**config.mk**
```make
export PLATFORM = sky130hd
export DESIGN_NAME = mem_ctrl
export DESIGN_NICKNAME = d
export VERILOG_FILES = /design/src/rtl/mem_ctrl_pkg.sv /design/src/rtl/mem_ctrl.sv
export SDC_FILE = /design/constraint.sdc
export NUM_CORES = 1
export LEC_CHECK = 0
export ABC_CLOCK_PERIOD_IN_PS = 7000
export CORE_MARGIN = 4
export CORE_UTILIZATION = 52
export CTS_BUF_LIST = sky130_fd_sc_hd__clkbuf_16
export DETAILED_ROUTE_END_ITERATION = 10
export PLACE_DENSITY_LB_ADDON = 0.12
export SKIP_CTS_REPAIR_TIMING = 1
export SLEW_MARGIN = 20
export SYNTH_ARGS = -nofsm -noshare
export SYNTH_HDL_FRONTEND = slang
export SYNTH_SLANG_ARGS = --single-unit
```
**constraint.sdc**
```tcl
create_clock -name clk -period 7 [get_ports clk]
set_clock_uncertainty 0.15 [all_clocks]
set_input_delay 0.7 -clock clk [delete_from_list [all_inputs] [get_ports clk]]
set_output_delay 0.7 -clock clk [all_outputs]
set_load 0.05 [all_outputs]
```
**src/rtl/mem_ctrl_pkg.sv**
```systemverilog
// Shared widths, state codes and size codes for the memory controller.
package mem_ctrl_pkg;
  localparam int ADDR_W = 32;
  localparam int INST_W = 32;
  localparam int DATA_W = 32;
  localparam int RAM_W  = 8;

  localparam logic TRUE       = 1'b1;
  localparam logic FALSE      = 1'b0;
  localparam logic RST_ENABLE = 1'b0;

  typedef enum logic [1:0] {
    MC_IDLE   = 2'd0,
    MC_IFETCH = 2'd1,
    MC_DREAD  = 2'd2,
    MC_DWRITE = 2'd3
  } mc_state_e;

  localparam logic [2:0] SIZE_B = 3'd1;
  localparam logic [2:0] SIZE_H = 3'd2;
  localparam logic [2:0] SIZE_W = 3'd4;

  // Anything other than a byte or half access is treated as a word so the
  // byte counter always has a reachable end.
  function automatic logic [2:0] norm_size(input logic [2:0] s);
    case (s)
      SIZE_B:  return SIZE_B;
      SIZE_H:  return SIZE_H;
      default: return SIZE_W;
    endcase
  endfunction
endpackage

```
**src/rtl/mem_ctrl.sv**
```systemverilog
// Byte-serial memory controller: arbitrates icache fetches and load/store
// accesses onto the byte-wide RAM port, one access in flight at a time.
module mem_ctrl
  import mem_ctrl_pkg::*;
(
  input  logic              clk,
  input  logic              rst,
  input  logic              rdy,
  input  logic [RAM_W-1:0]  mem_din,
  output logic [RAM_W-1:0]  mem_dout,
  output logic [ADDR_W-1:0] mem_a,
  output logic              mem_wr,
  input  logic              inst_require_i,
  input  logic [ADDR_W-1:0] inst_addr_i,
  input  logic              flush_i,
  output logic              inst_busy_o,
  output logic              inst_enable_o,
  output logic [INST_W-1:0] inst_data_o,
  input  logic              data_require_i,
  input  logic              data_we_i,
  input  logic [ADDR_W-1:0] data_addr_i,
  input  logic [2:0]        data_size_i,
  input  logic [DATA_W-1:0] data_wdata_i,
  output logic              data_busy_o,
  output logic              data_enable_o,
  output logic [DATA_W-1:0] data_rdata_o
);
  mc_state_e         state, state_n;
  logic [ADDR_W-1:0] addr;
  logic [2:0]        n, k, prev_idx;
  logic [DATA_W-1:0] wdata, asm_q, cap_word;
  logic              prev_vld, last_got;
  logic              is_rd, issue, cap, last_now, rd_fin;
  logic              accept, fin, flush_go;

  assign is_rd    = (state == MC_IFETCH) || (state == MC_DREAD);
  assign issue    = is_rd && (k < n);
  assign cap      = is_rd && prev_vld;
  assign last_now = cap && (prev_idx == n - 3'd1);
  // last_got covers a final byte that landed while rdy was low
  assign rd_fin   = is_rd && (last_now || last_got);

  assign inst_busy_o = (state != MC_IDLE);
  assign data_busy_o = (state != MC_IDLE);

  always_comb begin
    cap_word = asm_q;
    for (int i = 0; i < 4; i++)
      if (cap && (prev_idx == 3'(i))) cap_word[8*i +: 8] = mem_din;
  end

  always_comb begin
    state_n  = state;
    accept   = FALSE;
    fin      = FALSE;
    flush_go = FALSE;
    mem_a    = '0;
    mem_wr   = FALSE;
    mem_dout = '0;
    case (state)
      MC_IDLE: begin
        if (data_require_i) begin
          accept  = TRUE;
          state_n = data_we_i ? MC_DWRITE : MC_DREAD;
        end else if (inst_require_i && !flush_i) begin
          accept  = TRUE;
          state_n = MC_IFETCH;
        end
      end
      MC_IFETCH, MC_DREAD: begin
        if (issue) mem_a = addr + {29'd0, k};
        if ((state == MC_IFETCH) && flush_i) begin
          flush_go = TRUE;
          state_n  = MC_IDLE;
        end else if (rd_fin) begin
          fin     = TRUE;
          state_n = MC_IDLE;
        end
      end
      MC_DWRITE: begin
        mem_a    = addr + {29'd0, k};
        mem_dout = 8'(wdata >> {k, 3'b000});
        mem_wr   = rdy;
        if (k == n - 3'd1) begin
          fin     = TRUE;
          state_n = MC_IDLE;
        end
      end
      default: state_n = MC_IDLE;
    endcase
  end

  always_ff @(posedge clk) begin
    if (rst == RST_ENABLE) state <= MC_IDLE;
    else if (rdy)          state <= state_n;
  end

  always_ff @(posedge clk) begin
    if (rst == RST_ENABLE) begin
      addr          <= '0;
      n             <= '0;
      k             <= '0;
      wdata         <= '0;
      asm_q         <= '0;
      prev_vld      <= FALSE;
      prev_idx      <= '0;
      last_got      <= FALSE;
      inst_enable_o <= FALSE;
      data_enable_o <= FALSE;
      inst_data_o   <= '0;
      data_rdata_o  <= '0;
    end else begin
      prev_vld      <= issue && rdy;
      prev_idx      <= k;
      inst_enable_o <= FALSE;
      data_enable_o <= FALSE;
      // The byte on mem_din exists only this cycle, so it lands even when stalled.
      if (cap)      asm_q    <= cap_word;
      if (last_now) last_got <= TRUE;
      if (rdy) begin
        if (accept) begin
          addr     <= data_require_i ? data_addr_i : inst_addr_i;
          n        <= data_require_i ? norm_size(data_size_i) : SIZE_W;
          wdata    <= data_wdata_i;
          k        <= '0;
          asm_q    <= '0;
          last_got <= FALSE;
        end else if (flush_go) begin
          k        <= '0;
          last_got <= FALSE;
        end else if (fin) begin
          k <= '0;
          if (state == MC_IFETCH) begin
            inst_enable_o <= TRUE;
            inst_data_o   <= cap_word;
          end else begin
            data_enable_o <= TRUE;
            data_rdata_o  <= (state == MC_DREAD) ? cap_word : '0;
          end
        end else if (issue || (state == MC_DWRITE)) begin
          k <= k + 3'd1;
        end
      end
    end
  end
endmodule

```
After elaboration in Yosys (flattened, before gate mapping)
Cells that the tools add are included.

storage, ports and cells
  register bits = 175
  bits in latches = 0
  memory bits (writable) = 0
  ROM bits = 0
  input bits = 114
  output and inout port bits = 109
  word-level logic and storage cells = 104
  memories kept = 0

cells by class
  add/subtract/negate cells = 3
  multiply operators = 0
  div/mod/pow operators = 0
  magnitude comparators = 1
  equality and inequality tests = 13
  shifts and indexed selects = 1
  mux-type cells = 41
  bitwise operators = 6
  reduce and logical (&&, ||, !) cells = 26

operator list
  operator                                             number
  two-way mux 32 bit                                   6
  one-hot mux 32 bit (2 select lines)                  1
  two-way mux 8 bit                                    5
  adder 32 x 3 -> 32 bit                               1
  right shift 32 x 6 -> 8 bit                          1
  two-way mux 1 bit                                    16
  two-way mux 3 bit                                    5
  logical AND 1 bit                                    11
  two-way mux 2 bit                                    5
  AND reduction 5 bit                                  2
  equality test 3 x 2 -> 1 bit, second input constant  3
  equality test 3 x 1 -> 1 bit, second input constant  2
  equality test 3 bit                                  2
  inequality test 3 bit, second input constant         2
  inverter 1 bit                                       6
  one-hot mux 2 bit (3 select lines)                   1
  one-hot mux 3 bit (2 select lines)                   1
  OR reduction 5 bit                                   1
  equality test 2 bit, second input constant           2
  AND reduction 2 bit                                  2
  AND reduction 4 bit                                  1
  nonzero test 4 bit                                   1
  adder 3 x 1 -> 3 bit, second input constant          1
  logical NOT 3 bit                                    1
  other kinds (10)                                     12

Longest topological paths before layout
Gate-level depths: netlist (run 1).

  word-level depth = 12
  gate-level depth with buffers = 10
  gate-level depth less buffers = 8

Least setup slack after synthesis (run 1)
No wires, ideal clock.

  path kind = register -> output
  start = register k[0]
  end = output mem_a[12]
  arrival = 2.574 ns
  data required time = 6.150 ns
  slack = 3.576 ns
  cell stages (with the launch flop) = 11
  buffers on the path = 3
  path through = dfxtp_1 buf_1 inv_1 ha_1 nor2b_1 o21ai_0 a31oi_1 or2_2 clkbuf_1 clkbuf_1 a21oi_1

between the ends
  cells in the longest elaborated chain, start to end = 4
  elaborated cells on any way between the ends = 5
  classes of those cells = add/sub: 1; order compare: 1; mux: 2; reduce/logical: 1

RTL lines
  what                                                            line             source
  start: declaration                                              mem_ctrl.sv:30   logic [2:0] n, k, prev_idx;
  start signal: assignment                                        mem_ctrl.sv:141  k <= k + 3'd1;
  branches (longest 3 deep; another with adder 32 x 3 -> 32 bit)  -
  one-hot mux 32 bit (2 select lines) *                           mem_ctrl.sv:60   case (state)
  end: declaration                                                mem_ctrl.sv:11   output logic [ADDR_W-1:0] mem_a,

Every way passes the cells marked *.

Final worst setup path (run 1)
  start = register k[0]
  end = output mem_a[24]

The elaborated chain is that of the path after synthesis.

==> metrics.md, run 1 <==
| Metric | Value |
|---|---|
| Status | finished clean |
| Data arrival, critical path | 3.90 ns |
| Grt ovf | 0 |
| #FFs+latches synth | 175 |
| PD cells | 216.1 mW/mm² |
| Hold Vio Cnt, Final | 0 |
| Core ar. | 0.01470 mm² |
| I/O pin count | 223 |
| RD Place Congestion | 0.8312 |
| Cell row count | 44 |
| Vias in the first global route | 6553 |
| Sequential element share of the synthesized area | 44.27% |
| Period utilization | 67.82% |
| Pin count of the biggest net entering global routing | 99 |
| CP peak stage delay | 0.83 ns |
| DRT antenna net count | 0 |
| Root Driver | clkbuf_16 |
| CP delay by family, top | simple AND/OR/NAND/NOR gates |
| TritonCTS clock tree | built |
| Total number of vias | 6796 |
| Width of the chip | 131.4 µm |
| Number of synthesized flops with an enable pin | 0 |
| First-pass detailed-route iteration total | 5 |
| Critical-path cell list | ha_1 > fa_1 > a21oi_1 > nor3_1 > nand4_1 > xor2_1 > nor2_1 > clkdlybuf4s50_1 |
| RSZ-0062 raised after global routing | no |
| Ys Warns | 0 |
| Fill cells | 1135 |
| Mapped Cells | 863 |
| Global-route wire length before repair | 33.73 mm |
| Asr flop ratio synth | 0% |
| Cell with the largest stage delay on the worst path | clkdlybuf4s50_1 |
| Least-Margin Pin Slew | 0.9201 ns |
| Initial core utilization | 53.84% |
| Fin util | 73.13% |
| Clock Latency Late Sink | 0.43 ns |
| Total number of H-tree levels | 4 |
| # Max-Cap Violations | 0 |
| Slew Limit Fails | 0 |
| Layout cell share with drive strength beyond 1 | 8.671% |
| CTS Buf Count | 17 |
| Critical path class | flop to primary output |
| Iteration-0 DRC Markers | 387 |
| Final TNS setup | 0 ns |
| Bufs and invs on worst path | 1 |
| Mapped Nets | 990 |
| P_leak | 3.858 nW |
| Capturing element type of the critical path | primary output |
| DP HPWL | 14.43 mm |
| Clock slew at reported path FFs | 0.06 ns |
| Fin nets | 1175 |
| Finish-stage setup viols | 0 |
| Crit start category | flop |
| Max FO, Critical Path | 13 |
| Die H | 131.4 µm |
| Total Wirelength | 20.65 mm |
| Fmax | 0.2106 GHz |
| Syn avg cell area | 9.170 µm² |
| Die area | 0.01726 mm² |
| Mapped cell area | 0.007914 mm² |
| Synth unique cells | 50 |
| PortBufs | 222 |
| Clock Tree Buf Depth | 2 |
| Clock Sink Count | 175 |
| Required time worst endpoint | 6.15 ns |
| Wire length per cell | 16.59 µm |
| Initial antenna violation count | 0 |
| Slew headroom | 38.66% |
| Area Growth Syn to Fin | 35.83% |
| Drt via density | 5.459 |
| Worst hold path class | flop to flop |
| Gr usage total | 23.96% |
| Tmin final | 4.747 ns |
| Synth Flop Type | dfxtp_1 |
| Peak supply drop | 218.5 µV |
| Remaining DRCs | 0 |
| Ant diodes | 0 |
==> tightest hold or removal path, stage by stage (launching register included) <==
cell,delay [ns]
dfxtp_1,0.31
nand2_1,0.05
a21oi_1,0.05
==> metal layers <==
layer / share of wire (%) / wire [µm] / GRT usage, % / vias up
li1: - / - / - / 3393
met1: 44 / 9170 / 30.68 / 3179
met2: 46 / 9574 / 38.54 / 195
met3: 7.6 / 1565 / 8.639 / 29
met4: 1.6 / 339 / 6.593 / 0
met5: 0 / 0 / 0 / -
==> layout make-up <==
class                           instances  area [µm²]  share of cell area (%)
Multi-Input combinational cell        601        4043                   37.61
Sequential cell                       175        3503                   32.59
Timing Repair Buffer                  230        2277                   21.18
Clock buffer                           17       425.4                   3.958
Tap cell                              184       230.2                   2.142
Clock inverter                         15       181.4                   1.688
Inverter                               23       88.84                  0.8264
==> synth_stat cells, types with 7 or more instances <==
cell type | n | area share, %
dfxtp_1 | 175 | 44
nor2_1 | 137 | 6.5
nand2_1 | 83 | 3.9
mux2i_1 | 65 | 8.2
a21oi_1 | 45 | 2.8
nand3_1 | 44 | 2.8
clkbuf_1 | 43 | 2.0
a211oi_1 | 37 | 3.5
o31ai_1 | 32 | 3.0
a211oi_2 | 29 | 4.6
inv_1 | 22 | 1.0
xnor2_1 | 17 | 1.9
ha_1 | 12 | 1.9
buf_2 | 11 | 0.70
nor2b_1 | 11 | 0.87
xor2_1 | 10 | 1.1
nor3_1 | 9 | 0.57
mux4_2 | 8 | 2.3
o21ai_0 | 8 | 0.51
or3_1 | 8 | 0.63
nand4_1 | 7 | 0.55
==> cell families after synthesis <==
family          share of synthesized area [%]
simple gates                            18.59
flops                                   44.27
compound gates                          15.86
buf+inv                                 4.917
mux                                     10.64
xor+xnor                                3.573
fa+ha+maj                               2.150
==> power by group <==
part / switching [W] / leakage (nW) / internal, W / total (W)
clock network: 0.000403 / 0.305 / 0.000566 / 0.000969
logic: 0.000150 / 2.13 / 0.000133 / 0.000284
registers: 0.0000368 / 1.42 / 0.00103 / 0.00107
total: 0.000590 / 3.86 / 0.00173 / 0.00232
==> cell usage in the layout (no fill, tap or decap), types with 2 or more instances in the layout <==
cell type / synthesis / routed
a211oi_1: 37 / 37
a211oi_2: 29 / 29
a21o_1: 2 / 2
a21oi_1: 45 / 45
a41oi_2: 2 / 2
and2_1: 3 / 3
and3_1: 3 / 3
buf_4: 3 / 8
bufinv_16: 0 / 3
clkbuf_16: 0 / 17
clkdlybuf4s50_1: 0 / 221
clkinv_2: 0 / 3
clkinv_4: 0 / 3
dfxtp_1: 175 / 175
ha_1: 12 / 12
inv_1: 22 / 23
inv_6: 0 / 4
mux2i_1: 65 / 65
mux4_2: 8 / 8
nand2_1: 83 / 82
nand2b_1: 6 / 6
nand3_1: 44 / 43
nand4_1: 7 / 7
nor2_1: 137 / 136
nor2b_1: 11 / 11
nor3_1: 9 / 9
nor4_4: 3 / 3
o21ai_0: 8 / 8
o31ai_1: 32 / 32
or3_1: 8 / 8
xnor2_1: 17 / 17
xor2_1: 10 / 10
==> final timing paths <==
| kind | start | endpoint | slack (ns) | depth (start not counted) |
|---|---|---|---|---|
| worst min-delay path | wdata[14] | wdata[14] | 0.31 | 2 |
| worst max-delay path | k[0] | mem_a[24] | 2.25 | 8 |
| worst min register to register | wdata[14] | wdata[14] | 0.31 | 2 |
| worst max register to register | k[0] | inst_data_o[21] | 3.90 | 7 |
==> flip-flops by register name, summed over array words and instances (netlist names) <==
register,flops
addr,32
asm_q,32
data_enable_o,1
data_rdata_o,32
inst_data_o,32
inst_enable_o,1
k,3
last_got,1
n,3
prev_idx,3
prev_vld,1
state,2
wdata,32
==> stage by stage <==
step / worst slack (ns) / power (W) / instances / instance area, µm² / hold WS, ns
final: 2.253 / 0.002323 / 1245 / 10750 / 0.3066
after global routing: 1.942 / 0.002415 / 1245 / 10750 / 0.3201
after CTS: 2.241 / 0.002339 / 1245 / 10750 / 0.3063
after detailed placement: 2.721 / 0.001375 / 1213 / 10140 / 0.2974
after global placement: 2.819 / 0.001370 / 1213 / 10140 / 0.2895
after floorplan: 3.576 / 0.001257 / 863 / 7914 / 0.2831
Note: power is estimated with default switching activity, not from simulation.
==> run 2: changes to the inputs <==
--- a/config.mk
+++ b/config.mk
@@ -5,9 +5,9 @@
 export SDC_FILE = /design/constraint.sdc
 export NUM_CORES = 1
 export LEC_CHECK = 0
-export ABC_CLOCK_PERIOD_IN_PS = 7000
+export ABC_CLOCK_PERIOD_IN_PS = 3950
 export CORE_MARGIN = 4
-export CORE_UTILIZATION = 52
+export CORE_UTILIZATION = 44
 export CTS_BUF_LIST = sky130_fd_sc_hd__clkbuf_16
 export DETAILED_ROUTE_END_ITERATION = 10
 export PLACE_DENSITY_LB_ADDON = 0.12
==> constraint.sdc (replaced) <==
create_clock -name clk -period 3.95 [get_ports clk]
set_clock_uncertainty 0.15 [all_clocks]
set_input_delay 0.395 -clock clk [delete_from_list [all_inputs] [get_ports clk]]
set_output_delay 0.395 -clock clk [all_outputs]
set_load 0.05 [all_outputs]
==> run 2 against run 1 <==
Against the previous run:
- non-clock buffer count up 3
- highest routed layer unchanged
- count of clock-buffer cells in the layout stayed put
- via count is 1.3% lower
- final cell count increased by 3.6%
- routed wire length grew 1.6%
- sequential share of layout area decreased by 0.52 points
- hold slack got worse by 0.0029 ns
==> metrics.md, run 2 (synthesis gave the netlist of run 1 again) <==
| Metric | Value |
|---|---|
| Fin nets | 1178 (was 1175) |
| Clock Tree Buf Depth | 2 (unchanged) |
| Worst Setup SP | k[1] (was k[0]) |
| Slew Limit Fails | 0 (unchanged) |
| Drt via density | 5.200 (was 5.459) |
| Clock slew at reported path FFs | 0.06 ns (about the same) |
| Total Wirelength | 20.98 mm (was 20.65 mm) |
| Least-Margin Pin Slew | 0.9652 ns (was 0.9201 ns) |
| Root Driver | clkbuf_16 (unchanged) |
| RSZ-0062 raised after global routing | no (unchanged) |
| First-pass detailed-route iteration total | 5 (unchanged) |
| PD cells | 369.4 mW/mm² (was 216.1 mW/mm²) |
| Period utilization | 86.63% |
| Grt ovf | 0 (unchanged) |
| Area Growth Syn to Fin | 38.01% (was 35.83%) |
| Hold path start | wdata[19] (was wdata[14]) |
| Total number of H-tree levels | 4 (unchanged) |
| Clock Latency Late Sink | 0.42 ns (was 0.43 ns) |
| TritonCTS clock tree | built (unchanged) |
| PortBufs | 222 (unchanged) |
| Data arrival, critical path | 2.88 ns (was 3.90 ns) |
| Initial core utilization | 45.28% (was 53.84%) |
| Capturing element type of the critical path | primary output (unchanged) |
| Most frequent cells in the layout | clkdlybuf4s50_1, dfxtp_1, nor2_1, nand2_1, mux2i_1 (unchanged) |
| Die area | 0.02020 mm² (was 0.01726 mm²) |
| Tmin final | 3.422 ns |
| Fill cells | 1526 (was 1135) |
| Vias in the first global route | 6403 (was 6553) |
| Die H | 142.1 µm (was 131.4 µm) |
| Multi-input gate area | 0.004040 mm² (was 0.004043 mm²) |
| Required time worst endpoint | 3.40 ns (was 6.15 ns) |
| Reg-to-Reg Start | k[0] (unchanged) |
| Cell with the largest stage delay on the worst path | nor3_1 (was clkdlybuf4s50_1) |
| Crit start category | flop (unchanged) |
| Finish-stage setup viols | 0 (unchanged) |
| Register Area | 0.003503 mm² (unchanged) |
| I/O pin count | 223 (unchanged) |
| Status | finished clean (unchanged) |
| P_leak | 3.971 nW (was 3.858 nW) |
| CTS Buf Count | 17 (unchanged) |
| Width of the chip | 142.1 µm (was 131.4 µm) |
| Pre-CTS setup slack | 0.9785 ns (was 2.721 ns) |
| Pin count of the biggest net entering global routing | 99 (unchanged) |
| Iteration-0 DRC Markers | 255 (was 387) |
| # Max-Cap Violations | 0 (unchanged) |
| Core ar. | 0.01748 mm² (was 0.01470 mm²) |
| Critical-path cell list | buf_4 > fa_1 > a21oi_1 > nor3_1 > nand4_1 > xor2_1 > nor2_1 > buf_12 (was ha_1 > fa_1 > a21oi_1 > nor3_1 > nand4_1 > xor2_1 > nor2_1 > clkdlybuf4s50_1) |
| Global-route wire length before repair | 33.73 mm (about the same) |
| Peak supply drop | 318.2 µV (was 218.5 µV) |
| Most common cell after layout, fill and taps aside | clkdlybuf4s50_1 (unchanged) |
| Remaining DRCs | 0 (unchanged) |
| Bufs and invs on worst path | 2 (was 1) |
| Slew headroom | 35.49% (was 38.66%) |
| Layout cell share with drive strength beyond 1 | 11.47% (was 8.671%) |
| RD Place Congestion | 0.8263 (was 0.8312) |
| Fin util | 62.49% (was 73.13%) |
| Final TNS setup | 0 ns (unchanged) |
| Critical path class | flop to primary output (unchanged) |
| Gr usage total | 20.87% (was 23.96%) |
| Clock Sink Count | 175 (unchanged) |
| Hold Vio Cnt, Final | 0 (unchanged) |
| Fmax | 0.2922 GHz |
| Wire length per cell | 16.26 µm (was 16.59 µm) |
| Initial antenna violation count | 1 (was 0) |
| DRT antenna net count | 0 (unchanged) |
| CP peak stage delay | 0.70 ns (was 0.83 ns) |
| Max FO, Critical Path | 9 (was 13) |
| Total number of vias | 6708 (was 6796) |
| Worst hold path class | flop to flop (unchanged) |
| DP HPWL | 14.87 mm (was 14.43 mm) |
| Final worst slack | 0.5281 ns (was 2.253 ns) |
| CP delay by family, top | simple AND/OR/NAND/NOR gates (unchanged) |
| Cell row count | 48 (was 44) |
run 2: cell type report:
| cell class | instances | area share [%] |
|---|---|---|
| multi-input cells | 601 | 36.99 |
| repair buffers | 233 | 22.27 |
| clock inverters | 15 | 1.352 |
| well taps | 225 | 2.578 |
| flip-flops and latches | 175 | 32.08 |
| inverters | 23 | 0.8134 |
| diodes | 1 | 0.02291 |
| clock buffers | 17 | 3.895 |
run 2: stage by stage:
| step | cell area [µm²] | hold WS [ns] | std cells | power [W] |
|---|---|---|---|---|
| 3_3_place_gp | 10350 | 0.2897 | 1257 | 0.002443 |
| 5_1_grt | 10920 | 0.3246 | 1290 | 0.004213 |
| 6_report | 10920 | 0.3037 | 1290 | 0.004035 |
| 2_1_floorplan | 7914 | 0.2831 | 863 | 0.002227 |
| 4_1_cts | 10920 | 0.3054 | 1289 | 0.004080 |
| 3_5_place_dp | 10350 | 0.2969 | 1257 | 0.002449 |
run 2: worst paths after layout:
kind | endpoint | slack [ns] | cells after the start
worst max-delay path | mem_a[24] | 0.53 | 8
worst min-delay path | wdata[19] | 0.30 | 2
worst max register to register | inst_data_o[13] | 1.08 | 8
worst min register to register | wdata[19] | 0.30 | 2
run 2: where the power goes:
group          switching (W)  total, W  internal [W]
sequential         0.0000631   0.00189       0.00183
clock               0.000700   0.00163      0.000929
combinational       0.000268  0.000511      0.000243
total                0.00103   0.00403       0.00300
run 2: metal layers:
layer | part of all wire (%) | track usage, % | wire [µm]
met1 | 45 | 27.70 | 9345
met2 | 46 | 31.95 | 9597
met3 | 8.4 | 7.863 | 1754
met4 | 1.3 | 5.859 | 282
met5 | 0 | 0 | 0
run 2: worst reg2reg max path, delay by kind of cell (launching register included):
family | cells | cell delay, ns
flip-flops | 1 | 0.34
AND/OR/NAND/NOR | 3 | 1.31
buffers and inverters | 2 | 0.31
AO/OA/AOI/OAI | 2 | 0.41
adder cells (fa/ha/maj) | 1 | 0.27
